File: src/rtl/mmu_io_ctrl_if.sv
// rtl/mmu_io_ctrl_if.sv - Z80 CPU-side and MMU-side signal bundle for mmu_io_ctrl
interface mmu_io_ctrl_if;
    logic        n_iorq;
    logic        n_rd;
    logic        n_wr;
    logic        n_m1;
    logic [15:0] cpu_addr;
    logic [7:0]  cpu_dout;
    logic        page_en_wr_en;
    logic        reg_file_wr_en;
    logic        reg_file_rd_en;
    logic [1:0]  mmu_addr;
    logic [7:0]  mmu_data;
    logic        n_wait;
    logic        cpu_din_oe;

    modport slave (
        input  n_iorq, n_rd, n_wr, n_m1, cpu_addr, cpu_dout,
        output page_en_wr_en, reg_file_wr_en, reg_file_rd_en,
               mmu_addr, mmu_data, n_wait, cpu_din_oe
    );

    modport master (
        output n_iorq, n_rd, n_wr, n_m1, cpu_addr, cpu_dout,
        input  page_en_wr_en, reg_file_wr_en, reg_file_rd_en,
               mmu_addr, mmu_data, n_wait, cpu_din_oe
    );
endinterface

File: src/rtl/mmu_io_ctrl.sv
// rtl/mmu_io_ctrl.sv - Z80 I/O port decode and MMU write/readback sequencer; readback built only with MMU_IO_READBACK_EN
module mmu_io_ctrl #(
    parameter logic [7:0] IO_BASE     = 8'h78,
    parameter int          WAIT_CYCLES = 2
) (
    input  logic          clk,
    input  logic          n_reset,
    mmu_io_ctrl_if.slave  bus
);

    typedef enum logic [2:0] {
        WAIT_IDLE, IDLE, STROBE, HOLD
`ifdef MMU_IO_READBACK_EN
        , RD_WAIT, RD_HOLD
`endif
    } state_t;

    state_t     state_q, state_d;
    logic [1:0] iorq_sq, rd_sq, wr_sq;
    logic       armed_q;
    logic       page_q, page_d;
    logic       regwr_q, regwr_d;
    logic       is_page_q, is_page_d;
    logic [1:0] addr_q, addr_d;
    logic [7:0] data_q, data_d;
`ifdef MMU_IO_READBACK_EN
    localparam logic [3:0] WAIT_LOAD = 4'(WAIT_CYCLES);
    logic       rd_en_q, rd_en_d;
    logic       oe_q, oe_d;
    logic       n_wait_q, n_wait_d;
    logic [3:0] cnt_q, cnt_d;
`endif

    logic       iorq_s, rd_s, wr_s;
    logic [7:0] port_off;
    logic       in_win, is_bank;
    logic       unused_addr_hi;

    assign iorq_s         = iorq_sq[1];
    assign rd_s           = rd_sq[1];
    assign wr_s           = wr_sq[1];
    assign port_off       = bus.cpu_addr[7:0] - IO_BASE;
    assign in_win         = port_off < 8'd5;
    assign is_bank        = port_off < 8'd4;
    assign unused_addr_hi = ^bus.cpu_addr[15:8];

    // armed_q keeps WAIT_IDLE from trusting the reset value of the synchronizer
    always_ff @(posedge clk or negedge n_reset) begin
        if (!n_reset) begin
            iorq_sq <= 2'b11;
            rd_sq   <= 2'b11;
            wr_sq   <= 2'b11;
            armed_q <= 1'b0;
        end else begin
            iorq_sq <= {iorq_sq[0], bus.n_iorq};
            rd_sq   <= {rd_sq[0], bus.n_rd};
            wr_sq   <= {wr_sq[0], bus.n_wr};
            armed_q <= 1'b1;
        end
    end

    always_ff @(posedge clk or negedge n_reset) begin
        if (!n_reset) begin
            state_q   <= WAIT_IDLE;
            page_q    <= 1'b0;
            regwr_q   <= 1'b0;
            is_page_q <= 1'b0;
            addr_q    <= 2'b00;
            data_q    <= 8'h00;
`ifdef MMU_IO_READBACK_EN
            rd_en_q   <= 1'b0;
            oe_q      <= 1'b0;
            n_wait_q  <= 1'b1;
            cnt_q     <= 4'd0;
`endif
        end else begin
            state_q   <= state_d;
            page_q    <= page_d;
            regwr_q   <= regwr_d;
            is_page_q <= is_page_d;
            addr_q    <= addr_d;
            data_q    <= data_d;
`ifdef MMU_IO_READBACK_EN
            rd_en_q   <= rd_en_d;
            oe_q      <= oe_d;
            n_wait_q  <= n_wait_d;
            cnt_q     <= cnt_d;
`endif
        end
    end

    always_comb begin
        state_d   = state_q;
        page_d    = 1'b0;
        regwr_d   = 1'b0;
        is_page_d = is_page_q;
        addr_d    = addr_q;
        data_d    = data_q;
`ifdef MMU_IO_READBACK_EN
        rd_en_d   = rd_en_q;
        oe_d      = oe_q;
        n_wait_d  = n_wait_q;
        cnt_d     = cnt_q;
`endif
        case (state_q)
            WAIT_IDLE: begin
                if (armed_q && iorq_sq == 2'b11) state_d = IDLE;
            end
            IDLE: begin
                if (!iorq_s) begin
                    if (!bus.n_m1) begin
                        state_d = HOLD;
                    end else if (!rd_s && !wr_s) begin
                        state_d = HOLD;
                    end else if (!wr_s) begin
                        if (in_win) begin
                            addr_d    = bus.cpu_addr[1:0];
                            data_d    = bus.cpu_dout;
                            is_page_d = !is_bank;
                            state_d   = STROBE;
                        end else begin
                            state_d = HOLD;
                        end
                    end else if (!rd_s) begin
`ifdef MMU_IO_READBACK_EN
                        if (is_bank) begin
                            addr_d   = bus.cpu_addr[1:0];
                            rd_en_d  = 1'b1;
                            oe_d     = 1'b1;
                            n_wait_d = 1'b0;
                            cnt_d    = WAIT_LOAD;
                            state_d  = RD_WAIT;
                        end else begin
                            state_d = HOLD;
                        end
`else
                        state_d = HOLD;
`endif
                    end
                end
            end
            STROBE: begin
                page_d  = is_page_q;
                regwr_d = !is_page_q;
                state_d = HOLD;
            end
            HOLD: begin
                if (iorq_s) state_d = IDLE;
            end
`ifdef MMU_IO_READBACK_EN
            RD_WAIT: begin
                cnt_d = cnt_q - 4'd1;
                if (cnt_q == 4'd1) begin
                    n_wait_d = 1'b1;
                    state_d  = RD_HOLD;
                end
            end
            RD_HOLD: begin
                if (iorq_s) begin
                    rd_en_d = 1'b0;
                    oe_d    = 1'b0;
                    state_d = IDLE;
                end
            end
`endif
            default: state_d = WAIT_IDLE;
        endcase
    end

    assign bus.page_en_wr_en  = page_q;
    assign bus.reg_file_wr_en = regwr_q;
    assign bus.mmu_addr       = addr_q;
    assign bus.mmu_data       = data_q;
`ifdef MMU_IO_READBACK_EN
    assign bus.reg_file_rd_en = rd_en_q;
    assign bus.cpu_din_oe     = oe_q;
    assign bus.n_wait         = n_wait_q;
`else
    assign bus.reg_file_rd_en = 1'b0;
    assign bus.cpu_din_oe     = 1'b0;
    assign bus.n_wait         = 1'b1;
`endif

endmodule

File: src/flat_wrapper.sv
// flat-port wrapper written by rule: the top's interface ports become plain ports
module mmu_io_ctrl_flat 
#(
    parameter logic [7:0] IO_BASE     = 8'h78,
    parameter int          WAIT_CYCLES = 2
)
  (clk, n_reset, bus_n_iorq, bus_n_rd, bus_n_wr, bus_n_m1, bus_cpu_addr, bus_cpu_dout, bus_page_en_wr_en, bus_reg_file_wr_en, bus_reg_file_rd_en, bus_mmu_addr, bus_mmu_data, bus_n_wait, bus_cpu_din_oe);
  mmu_io_ctrl_if bus_i ();
  input  logic clk;
  input  logic n_reset;
  input wire logic [$bits(bus_i.n_iorq)-1:0] bus_n_iorq;
  input wire logic [$bits(bus_i.n_rd)-1:0] bus_n_rd;
  input wire logic [$bits(bus_i.n_wr)-1:0] bus_n_wr;
  input wire logic [$bits(bus_i.n_m1)-1:0] bus_n_m1;
  input wire logic [$bits(bus_i.cpu_addr)-1:0] bus_cpu_addr;
  input wire logic [$bits(bus_i.cpu_dout)-1:0] bus_cpu_dout;
  output wire logic [$bits(bus_i.page_en_wr_en)-1:0] bus_page_en_wr_en;
  output wire logic [$bits(bus_i.reg_file_wr_en)-1:0] bus_reg_file_wr_en;
  output wire logic [$bits(bus_i.reg_file_rd_en)-1:0] bus_reg_file_rd_en;
  output wire logic [$bits(bus_i.mmu_addr)-1:0] bus_mmu_addr;
  output wire logic [$bits(bus_i.mmu_data)-1:0] bus_mmu_data;
  output wire logic [$bits(bus_i.n_wait)-1:0] bus_n_wait;
  output wire logic [$bits(bus_i.cpu_din_oe)-1:0] bus_cpu_din_oe;
  assign bus_i.n_iorq = bus_n_iorq;
  assign bus_i.n_rd = bus_n_rd;
  assign bus_i.n_wr = bus_n_wr;
  assign bus_i.n_m1 = bus_n_m1;
  assign bus_i.cpu_addr = bus_cpu_addr;
  assign bus_i.cpu_dout = bus_cpu_dout;
  assign bus_page_en_wr_en = bus_i.page_en_wr_en;
  assign bus_reg_file_wr_en = bus_i.reg_file_wr_en;
  assign bus_reg_file_rd_en = bus_i.reg_file_rd_en;
  assign bus_mmu_addr = bus_i.mmu_addr;
  assign bus_mmu_data = bus_i.mmu_data;
  assign bus_n_wait = bus_i.n_wait;
  assign bus_cpu_din_oe = bus_i.cpu_din_oe;
  mmu_io_ctrl #(.IO_BASE(IO_BASE), .WAIT_CYCLES(WAIT_CYCLES)) u_core (.clk(clk), .n_reset(n_reset), .bus(bus_i));
endmodule
File: config.mk
export PLATFORM = sky130hd
export DESIGN_NAME = mmu_io_ctrl_flat
export DESIGN_NICKNAME = d
export VERILOG_FILES = /design/src/rtl/mmu_io_ctrl_if.sv /design/src/rtl/mmu_io_ctrl.sv /design/src/flat_wrapper.sv
export SDC_FILE = /design/constraint.sdc
export NUM_CORES = 1
export LEC_CHECK = 0
export BUFFER_PORTS_ARGS = -buffer_cell sky130_fd_sc_hd__buf_4
export CORE_UTILIZATION = 49
export CTS_CLUSTER_SIZE = 24
export DETAILED_ROUTE_END_ITERATION = 8
export GPL_TIMING_DRIVEN = 0
export PLACE_DENSITY_LB_ADDON = 0.25
export SYNTH_ARGS = -nofsm -noshare
export SYNTH_HDL_FRONTEND = slang
export SYNTH_SLANG_ARGS = --single-unit
File: constraint.sdc
create_clock -name clk -period 4.6 [get_ports clk]
set_input_delay 0.46 -clock clk [delete_from_list [all_inputs] [get_ports clk]]
set_output_delay 0.46 -clock clk [all_outputs]
set_load 0.05 [all_outputs]
==> results of run 1 <==
==> final cells by class <==
class                           instances  area, um^2
Buffer                                  4        33.8
Timing Repair Buffer                   33         248
Sequential cell                        22         558
Clock inverter                          1        30.0
Clock buffer                            3        22.5
Inverter                                2        7.51
Tap cell                               25        31.3
Fill cell                             140         480
Multi-Input combinational cell         42         409
==> flip-flops by register name, summed over array words and instances (netlist names), 2 cells and up <==
name / flops
u_core.rd_sq: 2
u_core.bus.mmu_data: 8
u_core.iorq_sq: 2
u_core.state_q: 2
u_core.wr_sq: 2
u_core.bus.mmu_addr: 2
==> cells in the mapped netlist <==
cell type	count
nor2b_1	1
dfstp_2	6
mux2_4	10
a21o_1	1
a31o_1	1
conb_1	2
nand3b_1	1
mux2_2	1
nand4b_2	1
nand3_1	1
buf_6	1
a221oi_1	1
inv_1	2
nand2_1	3
o2bb2ai_2	1
a21oi_4	1
ha_1	5
and2_1	1
buf_4	3
nor2_1	3
a21oi_1	1
mux2_1	2
and4bb_1	1
nand2b_1	1
dfrtp_1	16
o21ai_0	1
==> worst reg2reg max path, delay by kind of cell (launching register included) <==
family                   cells  cell delay, ns
AND/OR/NAND/NOR              2            0.40
flip-flops                   1            0.43
multiplexers                 1            0.31
buffers and inverters        2            0.28
adder cells (fa/ha/maj)      1            0.17
==> power by group through the flow <==
stage | logic [mW] | registers, mW | clock network (mW)
floorplan | 0.0438 | 0.233 | 0
global placement | 0.0878 | 0.219 | 0
detailed placement | 0.0916 | 0.221 | 0
CTS | 0.0920 | 0.217 | 0.149
global route | 0.0988 | 0.219 | 0.156
finish | 0.0908 | 0.217 | 0.147
==> per-stage QoR <==
stage                     util, %  setup WS [ns]  area (um^2)
final                        73.6           2.91         1340
after global routing         73.6           2.82         1340
after CTS                    73.6           2.90         1340
after detailed placement     70.7           2.67         1290
after global placement       70.7           2.70         1290
after floorplan                 -           2.87         1010
==> worst min path at each step <==
stage,start,to,slack (ns),cells past startpoint
floorplan,n_reset,u_core.armed_q$_DFF_PN0_,0.16,0
global route,n_reset,u_core.bus.mmu_data[2]$_DFFE_PN0P_,0.008,1
detailed placement,u_core.rd_sq[0]$_DFF_PN1_,u_core.rd_sq[1]$_DFF_PN1_,0.35,0
CTS,n_reset,u_core.bus.mmu_data[5]$_DFFE_PN0P_,0.01,1
global placement,u_core.rd_sq[0]$_DFF_PN1_,u_core.rd_sq[1]$_DFF_PN1_,0.35,0
finish,n_reset,u_core.state_q[0]$_DFFE_PN0P_,0.01,1
==> logic make-up after synthesis <==
family,Yosys count,share of synthesized area (%)
flip-flops,22,55.7
multiplexers,13,18.4
AND/OR/NAND/NOR,13,8.13
AO/OA/AOI/OAI,7,6.62
buffers and inverters,6,4.13
adder cells (fa/ha/maj),5,6.25
other,2,0.750
==> routing by layer <==
layer	wire length [um]	up-vias
li1	-	305
met1	644	316
met2	1100	24
met3	105	2
met4	10	0
met5	0	-
==> layout by cell type (no fill, tap or decap), types with 2 or more instances in the layout <==
cell type,synthesis,layout
conb_1,2,4
dfrtp_1,16,16
clkbuf_4,0,3
inv_1,2,2
mux2_4,10,10
nor2_1,3,3
dfstp_2,6,6
buf_4,3,36
ha_1,5,5
nand2_1,3,3
mux2_1,2,2
==> summary.txt, run 1 <==
Placed design
  – Routability cong.: 0.707
  – Dpl hpwl: 1470 um
  – Placed cell count: 128
  – IO Port Bufs: 33

STA
  – Setup TNS: 0 ns
  – Final Critical Period: 1.69 ns
  – Clk_skew: 0.00277 ns
  – Hold_ws: 0.0102 ns
  – RSZ-0062 raised after global routing: false
  – Final setup viols: 0
  – Final period utilization: 36.7%
  – Fmax: 593 MHz
  – Final Hold Viols: 0
  – Slew Viols, Final: 0

Clock tree
  – CTS Buf Count: 3
  – Hold Buf Count CTS: 0
  – Clk sinks: 22
  – H-tree levels: 1
  – Worst skew pair latency: 0.31 ns
  – Clk slew on worst S/H paths: 0.12 ns
  – Clock buffer depth: 2
  – Post-CTS Resized: 0
  – CTS root buf: clkbuf_4
  – TritonCTS clock tree: done
  – Setup Fix Bufs, Post-CTS: 0

Floorplan
  – Die height: 47.2 um
  – Std-Cell Rows: 15
  – Num ports: 45
  – Core Region: 0.00182 mm^2
  – Die area: 0.00223 mm^2
  – Starting Density: 55.0%
  – Horiz. Die Dim: 47.2 um

Yosys
  – FF+latch count, synth: 22
  – Mapped Avg Cell Area: 14.7 um^2
  – Largest cells by area after synthesis: dfrtp_1, dfstp_2, mux2_4
  – Sequential fraction of the synthesis area: 55.8%
  – Yosys top cell area share: 40.0%
  – Ys Warns: 0
  – Post-Syn Instances: 68
  – Mapped cell area: 0.00100 mm^2
  – Netlist cell types: 26
  – Synth area leader: dfrtp_1

Critical path
  – Crit Path Max Fanout: 10
  – Setup crit end: u_core.bus.mmu_data[5]$_DFFE_PN0P_
  – Arrival time of the worst setup path: 1.89 ns
  – Flop-to-flop setup slack: 2.91 ns
  – Worst setup EP type: flop
  – Kind of start point of the critical path: flop
  – R2R cell count: 6
  – Top cell family by delay on the critical path: flip-flops
  – Worst setup path class: flop to flop
  – CP max stage delay: 0.43 ns
  – RR Endpoint: u_core.bus.mmu_data[5]$_DFFE_PN0P_
  – Critical Path RT: 4.81 ns
  – Crit-path cells: inv_1, ha_1, and4bb_1, nand4b_2, buf_6, mux2_4
  – Worst r2r src: u_core.state_q[1]$_DFFE_PN0P_
  – Crit path from: u_core.state_q[1]$_DFFE_PN0P_
  – Slowest library cell on the worst path: dfrtp_1
  – Worst path buffer plus inverter count: 2
  – Number of cells on the critical path: 6

Detailed routing
  – Final ANT Viol Nets: 0
  – Vias post-DR: 647
  – DRT iter0 DRCs: 4
  – Residual DRC: 0
  – WL/cell: 14.1 um
  – DRT Pass-1 Iters: 2
  – Detailed Route WL: 1860 um
  – Via density: 4.90

Power and ir drop
  – Comb pwr share: 19.9%
  – Flop pwr share: 47.7%
  – Sw frac: 25.7%
  – Final Power: 0.455 mW
  – Pwr Density: 340 mW/mm^2
  – Peak VDD IR: 0.235 mV
  – Leak: 0.732 nW
  – P_int: 0.338 mW
  – Clock power share: 32.4%
  – NetSw: 0.117 mW

Layout
  – Fin nets: 143
  – Layout cells sized above 1: 57.0%
  – Post-Layout Cell Count: 132
  – Layout overhead on the synthesized area: 33.9%
  – Diodes inserted: 0

Global routing
  – GR peak layer: met2
  – Total gr overflow: 0
  – M3 GR Usage: 6.92%
  – Met1 Use GR: 19.3%
  – Vias in the first global route: 690
  – Total GRT Usage: 19.4%
  – Global-route wire length before repair: 2830 um
  – M2 GR Usage: 37.8%
  – Largest net degree at the start of global routing: 23
  – Initial antenna violation count: 0

Run
  – Max_cap viols: 0

Worst hold path
  – Worst Hold Class: input port to async pin

Status
  – Status: complete, no violations
No activity file was read; power rests on OpenSTA's default activity.
==> run 2, diff against run 1 <==
--- a/config.mk
+++ b/config.mk
@@ -6,7 +6,7 @@
 export NUM_CORES = 1
 export LEC_CHECK = 0
 export BUFFER_PORTS_ARGS = -buffer_cell sky130_fd_sc_hd__buf_4
-export CORE_UTILIZATION = 49
+export CORE_UTILIZATION = 41
 export CTS_CLUSTER_SIZE = 24
 export DETAILED_ROUTE_END_ITERATION = 8
 export GPL_TIMING_DRIVEN = 0
==> constraint.sdc (replaced) <==
create_clock -name clk -period 1.41 [get_ports clk]
set_input_delay 0.141 -clock clk [delete_from_list [all_inputs] [get_ports clk]]
set_output_delay 0.141 -clock clk [all_outputs]
set_load 0.05 [all_outputs]
==> run 2 against run 1 <==
Clock skew is 0.0095 ns higher; sequential cell count stayed put; via count is 4.3% higher; global-route usage is 3.4 points lower; first-iteration DRC count is 25% higher; hold slack better by 0.039 ns; the flow now finishes with violations (setup timing).
==> summary.txt, run 2 (same netlist as run 1, synthesis figures left out) <==
Critical path
  – Arrival time of the worst setup path: 1.88 ns (was 1.89 ns)
  – Slowest library cell on the worst path: dfstp_2 (was dfrtp_1)
  – Worst setup EP type: flop (unchanged)
  – Setup crit end: u_core.bus.mmu_addr[1]$_DFFE_PN0P_ (was u_core.bus.mmu_data[5]$_DFFE_PN0P_)
  – Crit path from: u_core.rd_sq[1]$_DFF_PN1_ (was u_core.state_q[1]$_DFFE_PN0P_)
  – CP max stage delay: 0.57 ns (was 0.43 ns)
  – Crit-path cells: nand2_2, and4bb_2, nand4b_4, clkbuf_16, mux2_4 (was inv_1, ha_1, and4bb_1, nand4b_2, buf_6, mux2_4)
  – Flop-to-flop setup slack: -0.27 ns (was 2.91 ns)
  – R2R cell count: 5 (was 6)
  – Worst setup path class: flop to flop (unchanged)
  – Kind of start point of the critical path: flop (unchanged)
  – Crit Path Max Fanout: 5 (was 10)
  – Critical Path RT: 1.61 ns (was 4.81 ns)
  – Worst r2r src: u_core.rd_sq[1]$_DFF_PN1_ (was u_core.state_q[1]$_DFFE_PN0P_)
  – RR Endpoint: u_core.bus.mmu_addr[1]$_DFFE_PN0P_ (was u_core.bus.mmu_data[5]$_DFFE_PN0P_)

Floorplan
  – Die area: 0.00264 mm^2 (was 0.00223 mm^2)
  – Num ports: 45 (unchanged)
  – Die height: 51.4 um (was 47.2 um)
  – Horiz. Die Dim: 51.4 um (was 47.2 um)
  – Core Region: 0.00225 mm^2 (was 0.00182 mm^2)
  – Starting Density: 44.4% (was 55.0%)
  – Std-Cell Rows: 17 (was 15)

Global routing
  – Vias in the first global route: 672 (was 690)
  – Initial antenna violation count: 0 (unchanged)
  – Total gr overflow: 0 (unchanged)
  – Total GRT Usage: 16.0% (was 19.4%)
  – Largest net degree at the start of global routing: 23 (unchanged)
  – Global-route wire length before repair: 2930 um (was 2830 um)

Worst hold path
  – Hold depth: 2
  – Worst Hold Class: input port to flop (was input port to async pin)

STA
  – Final period utilization: 119% (was 36.7%)
  – Clk_skew: 0.0123 ns (was 0.00277 ns)
  – Final setup margin: -0.270 ns (was 2.91 ns)
  – Slew Viols, Final: 0 (unchanged)
  – Final Critical Period: 1.68 ns (was 1.69 ns)
  – Final setup viols: 13 (was 0)
  – RSZ-0062 raised after global routing: true (was false)
  – Hold_ws: 0.0491 ns (was 0.0102 ns)
  – Final Hold Viols: 0 (unchanged)
  – Fmax: 595 MHz (was 593 MHz)

Placed design
  – Placed cell count: 131 (was 128)
  – Dpl hpwl: 1270 um (was 1470 um)
  – IO Port Bufs: 33 (unchanged)
  – Routability cong.: 0.753 (was 0.707)

Layout
  – Post-Layout Cell Count: 145 (was 132)
  – Max reg flops: 8 (unchanged)
  – Commonest cells after routing, fill and taps aside: buf_4, dfrtp_1, mux2_4, dfstp_2 (was buf_4, dfrtp_1, mux2_4, dfstp_2, ha_1)
  – Diodes inserted: 0 (unchanged)
  – Layout cells sized above 1: 66.7% (was 57.0%)
  – Final core utilization: 66.9% (was 73.6%)
  – # fillers: 159 (was 140)
  – Fin nets: 153 (was 143)
  – Layout overhead on the synthesized area: 50.6% (was 33.9%)
  – Most common cell after layout, fill and taps aside: buf_4 (unchanged)

Clock tree
  – CTS root buf: clkbuf_4 (unchanged)
  – TritonCTS clock tree: done (unchanged)
  – Clock buffer depth: 2 (unchanged)
  – Clk sinks: 22 (unchanged)
  – Clk slew on worst S/H paths: 0.12 ns (about the same)
  – H-tree levels: 1 (unchanged)
  – CTS Buf Count: 3 (unchanged)
  – Worst skew pair latency: 0.31 ns (about the same)

Power and ir drop
  – Final Power: 1.51 mW (was 0.455 mW)
  – Leak: 0.798 nW (was 0.732 nW)
  – Peak VDD IR: 0.620 mV (was 0.235 mV)
  – Pwr Density: 1000 mW/mm^2 (was 340 mW/mm^2)

Detailed routing
  – Detailed Route WL: 1900 um (was 1860 um)
  – DRT iter0 DRCs: 5 (was 4)
  – Vias post-DR: 675 (was 647)
  – WL/cell: 13.1 um (was 14.1 um)
  – Final ANT Viol Nets: 0 (unchanged)
  – Via density: 4.66 (was 4.90)
  – Residual DRC: 0 (unchanged)
  – DRT Pass-1 Iters: 4 (was 2)

Run
  – Max_cap viols: 0 (unchanged)

Status
  – Failing checks: setup timing
  – Status: finished with violations (was complete, no violations)
[run 2: what timing repair did]
item,in CTS,in global routing
endpoints found under the setup margin,13,13
hold buffers,4,0
pin swaps,2,1
cloned,1,0
resized for setup,9,12
endpoints found under the hold margin,25,0
buffers inserted,2,3
[run 2: worst min-delay path by stage]
stage	from	endpoint	slack, ns
finish	bus_cpu_dout[5]	u_core.bus.mmu_data[5]$_DFFE_PN0P_	0.05
global route	bus_cpu_dout[6]	u_core.bus.mmu_data[6]$_DFFE_PN0P_	0.04
CTS	bus_cpu_dout[5]	u_core.bus.mmu_data[5]$_DFFE_PN0P_	0.05
detailed placement	n_reset	u_core.bus.page_en_wr_en$_DFF_PN0_	0.04
global placement	n_reset	u_core.bus.reg_file_wr_en$_DFF_PN0_	0.04
floorplan	n_reset	u_core.armed_q$_DFF_PN0_	-0.15
[run 2: routing by layer]
layer | up-vias | track usage (%) | share of wire (%)
li1 | 324 | - | -
met1 | 316 | 17.8 | 41
met2 | 27 | 27.3 | 51
met3 | 8 | 4.46 | 5.5
met4 | 0 | 9.01 | 2.9
met5 | - | 0 | 0
[run 2: through the flow]
| step | setup TNS [ns] | area [um^2] | setup slack [ns] |
|---|---|---|---|
| global route | -3.61 | 1510 | -0.308 |
| CTS | -3.17 | 1450 | -0.254 |
| global placement | -2.53 | 1290 | -0.215 |
| floorplan | -1.50 | 1010 | -0.131 |
| detailed placement | -3.08 | 1290 | -0.258 |
| finish | -3.07 | 1510 | -0.270 |
[run 2: cell type report]
class | count | area [um^2] | share of cell area [%]
Clock buffer | 4 | 36.3 | 2.41
Sequential cell | 22 | 559 | 37.1
Timing Repair Buffer | 43 | 358 | 23.7
Buffer | 4 | 37.5 | 2.49
Inverter | 2 | 7.51 | 0.498
Tap cell | 28 | 35.0 | 2.32
Multi-Input combinational cell | 42 | 474 | 31.5
[run 2: power by group]
part	internal (mW)	switching [mW]	leakage, nW	total [mW]
combinational	0.241	0.220	0.501	0.462
clock	0.158	0.187	0.0210	0.344
sequential	0.679	0.0274	0.276	0.707
[run 2: worst max-delay path, delay by kind of cell, from the launching register on]
family | cells | cell delay [ns]
multiplexers | 1 | 0.29
AND/OR/NAND/NOR | 3 | 0.51
buffers and inverters | 1 | 0.19
flip-flops | 1 | 0.57
==> run 3, diff against run 2 <==
--- a/config.mk
+++ b/config.mk
@@ -5,6 +5,7 @@
 export SDC_FILE = /design/constraint.sdc
 export NUM_CORES = 1
 export LEC_CHECK = 0
+export ABC_AREA = 1
 export BUFFER_PORTS_ARGS = -buffer_cell sky130_fd_sc_hd__buf_4
 export CORE_UTILIZATION = 41
 export CTS_CLUSTER_SIZE = 24
==> run 3 against run 2 <==
The flow still finishes with violations (setup timing); hold slack gained 0.038 ns; first-iteration DRC count grew 60%; sequential share of layout area shrank 0.11 points; highest routed layer unchanged; clock-buffer cell count is the same.
==> summary.txt, run 3 <==
Status
  – Status: finished with violations (unchanged)
  – Failing checks: setup timing (unchanged)

Clock tree
  – Clk slew on worst S/H paths: 0.12 ns (about the same)
  – CTS root buf: clkbuf_4 (unchanged)
  – H-tree levels: 1 (unchanged)
  – CTS Buf Count: 3 (unchanged)
  – Clock buffer depth: 2 (unchanged)
  – Clk sinks: 22 (unchanged)
  – TritonCTS clock tree: done (unchanged)
  – Worst skew pair latency: 0.29 ns (was 0.31 ns)

Yosys
  – FF+latch count, synth: 22 (unchanged)
  – Yosys top cell area share: 38.2% (was 40.0%)
  – Async SR Flop Fraction: 100% (unchanged)
  – Commonest cells post-synth: nand2_1, dfrtp_1, nand4_1 (was dfrtp_1, mux2_4, dfstp_2)
  – Mapped Avg Cell Area: 8.89 um^2 (was 14.7 um^2)
  – Largest cells by area after synthesis: dfrtp_1, dfstp_2, nand2_1 (was dfrtp_1, dfstp_2, mux2_4)
  – Ys Warns: 0 (unchanged)
  – Mapped cell area: 0.00105 mm^2 (was 0.00100 mm^2)
  – Sequential fraction of the synthesis area: 53.2% (was 55.8%)
  – Post-Syn Instances: 118 (was 68)
  – Count leader, synth: nand2_1 (was dfrtp_1)
  – Synth area leader: dfrtp_1 (unchanged)
  – EDFF count, synth: 0 (unchanged)
  – Synth Flop Type: dfrtp_1 (unchanged)
  – Netlist cell types: 20 (was 26)

Critical path
  – Arrival time of the worst setup path: 1.62 ns (was 1.88 ns)
  – Kind of start point of the critical path: flop (unchanged)
  – Worst setup EP type: flop (unchanged)
  – Worst r2r src: u_core.state_q[1]$_DFFE_PN0P_ (was u_core.rd_sq[1]$_DFF_PN1_)
  – Worst setup path class: flop to flop (unchanged)
  – RR Endpoint: u_core.bus.mmu_data[3]$_DFFE_PN0P_ (was u_core.bus.mmu_addr[1]$_DFFE_PN0P_)
  – Crit Path Max Fanout: 5 (unchanged)
  – R2R cell count: 8 (was 5)
  – Flop-to-flop setup slack: -0.02 ns (was -0.27 ns)
  – Critical Path RT: 1.61 ns (about the same)

Worst hold path
  – Hold depth: 3 (was 2)
  – Hold Crit Endpoint: u_core.bus.mmu_data[4]$_DFFE_PN0P_ (was u_core.bus.mmu_data[5]$_DFFE_PN0P_)
  – Hold_sp: bus_cpu_dout[4] (was bus_cpu_dout[5])
  – Worst Hold Class: input port to flop (unchanged)

STA
  – Setup TNS: -0.0792 ns (was -3.07 ns)
  – Final Hold Viols: 0 (unchanged)
  – Final Critical Period: 1.43 ns (was 1.68 ns)
  – Fmax: 701 MHz (was 595 MHz)
  – RSZ-0062 raised after global routing: true (unchanged)
  – Final setup viols: 10 (was 13)
  – Clk_skew: 0.00379 ns (was 0.0123 ns)
  – Final setup margin: -0.0166 ns (was -0.270 ns)
  – Final period utilization: 101% (was 119%)
  – Slew Viols, Final: 0 (unchanged)

Layout
  – Max reg flops: 8 (unchanged)
  – Fin nets: 202 (was 153)
  – Layout cells sized above 1: 43.4% (was 66.7%)
  – Diodes inserted: 0 (unchanged)
  – Commonest cells after routing, fill and taps aside: buf_4, nand2_1, dfrtp_1, nand4_1, inv_1 (was buf_4, dfrtp_1, mux2_4, dfstp_2)
  – Final core utilization: 65.1% (was 66.9%)
  – Register area: 558 um^2 (was 559 um^2)
  – Multi-input logic area: 442 um^2 (was 474 um^2)
  – Most common cell after layout, fill and taps aside: buf_4 (unchanged)
  – Final instance area: 0.00151 mm^2 (about the same)
  – Layout overhead on the synthesized area: 43.9% (was 50.6%)
  – # fillers: 188 (was 159)

Run
  – Max_cap viols: 0 (unchanged)

Detailed routing
  – Final ANT Viol Nets: 0 (unchanged)
  – Via density: 4.82 (was 4.66)
  – WL/cell: 11.5 um (was 13.1 um)
  – Residual DRC: 0 (unchanged)
  – DRT iter0 DRCs: 8 (was 5)
  – DRT Pass-1 Iters: 4 (unchanged)
  – Vias post-DR: 936 (was 675)
  – Detailed Route WL: 2230 um (was 1900 um)

Floorplan
  – Std-Cell Rows: 17 (unchanged)
  – Num ports: 45 (unchanged)
  – Core Region: 0.00232 mm^2 (was 0.00225 mm^2)
  – Die area: 0.00276 mm^2 (was 0.00264 mm^2)
  – Starting Density: 45.2% (was 44.4%)
  – Die height: 52.6 um (was 51.4 um)
  – Horiz. Die Dim: 52.6 um (was 51.4 um)

Placed design
  – Routability cong.: 0.748 (was 0.753)
  – Setup WS pre-CTS: -0.0383 ns (was -0.258 ns)
  – IO Port Bufs: 33 (unchanged)
  – DP Area: 0.00134 mm^2 (was 0.00129 mm^2)
  – Dpl hpwl: 1470 um (was 1270 um)

Power and ir drop
  – Leak: 0.830 nW (was 0.798 nW)
  – Pwr Density: 969 mW/mm^2 (was 1000 mW/mm^2)
  – Final Power: 1.46 mW (was 1.51 mW)
  – Peak VDD IR: 0.648 mV (was 0.620 mV)

Global routing
  – Total gr overflow: 0 (unchanged)
  – Largest net degree at the start of global routing: 23 (unchanged)
  – Global-route wire length before repair: 3400 um (was 2930 um)
  – Initial antenna violation count: 0 (unchanged)
  – Total GRT Usage: 16.8% (was 16.0%)
  – Vias in the first global route: 887 (was 672)
[run 3: changes by cell type after synthesis, moves of 2 or more]
cell | previous run | this run
o21ai_1 | 0 | 2
nand3_1 | 1 | 5
nor2_2 | 0 | 2
inv_1 | 2 | 11
nand2_1 | 3 | 34
nand4_1 | 0 | 12
a21oi_1 | 1 | 3
mux2_4 | 10 | 0
nor2_1 | 3 | 9
mux2_1 | 2 | 0
[run 3: final cells by class]
type / count / area share [%]
Sequential cell: 22 / 37.0
Clock buffer: 4 / 2.40
Inverter: 13 / 3.23
Tap cell: 28 / 2.32
Multi-Input combinational cell: 78 / 29.3
Timing Repair Buffer: 42 / 21.8
Buffer: 7 / 3.98
[run 3: timing repair]
item,CTS,global route
setup endpoints to repair,10,12
hold buffers,4,0
cloned,0,1
pin swaps,1,3
endpoints found under the hold margin,25,0
gates resized for setup,2,17
setup buffers,1,3
[run 3: critical path: stages, from the launching register on]
cell and delay (ns):
dfrtp_1 0.42, inv_2 0.09, ha_4 0.15, nand2_4 0.05, nor2_4 0.10, nand4_1 0.21
buf_6 0.21, nand2_1 0.05, nand2_1 0.04
[run 3: worst max path at each step]
stage,startpoint,to,slack (ns),cells after the start
floorplan,u_core.state_q[1]$_DFFE_PN0P_,u_core.bus.mmu_addr[0]$_DFFE_PN0P_,0.09,8
detailed placement,u_core.state_q[1]$_DFFE_PN0P_,u_core.bus.mmu_data[2]$_DFFE_PN0P_,-0.04,8
global route,u_core.state_q[0]$_DFFE_PN0P_,u_core.bus.mmu_data[6]$_DFFE_PN0P_,-0.12,7
finish,u_core.state_q[1]$_DFFE_PN0P_,u_core.bus.mmu_data[3]$_DFFE_PN0P_,-0.02,8
global placement,u_core.state_q[1]$_DFFE_PN0P_,u_core.bus.mmu_data[3]$_DFFE_PN0P_,-0.02,8
CTS,u_core.state_q[1]$_DFFE_PN0P_,u_core.bus.mmu_data[2]$_DFFE_PN0P_,0.01,8
[run 3: cell families after synthesis]
family	share of synthesized area [%]
simple gates	27.9
flops	53.2
buf+inv	9.78
compound gates	2.39
fa+ha+maj	5.97
other cells	0.716
[run 3: metal layers]
layer  wire, um  up-vias  GRT usage [%]
met5          0        -              0
met4         17        0           7.02
met3         93        2           2.61
met2       1180       24           30.0
met1        946      446           19.7
li1           -      464              -
[run 3: power breakdown]
part	internal [mW]	leakage [nW]	total (mW)	switching, mW
sequential	0.676	0.276	0.703	0.0265
combinational	0.185	0.534	0.427	0.242
clock	0.157	0.0210	0.333	0.176
[run 3: stage by stage]
step | instances | hold slack [ns]
global placement | 181 | 0.0394
global route | 194 | 0.0903
floorplan | 120 | -0.155
finish | 194 | 0.0867
CTS | 190 | 0.0774
detailed placement | 181 | 0.0434
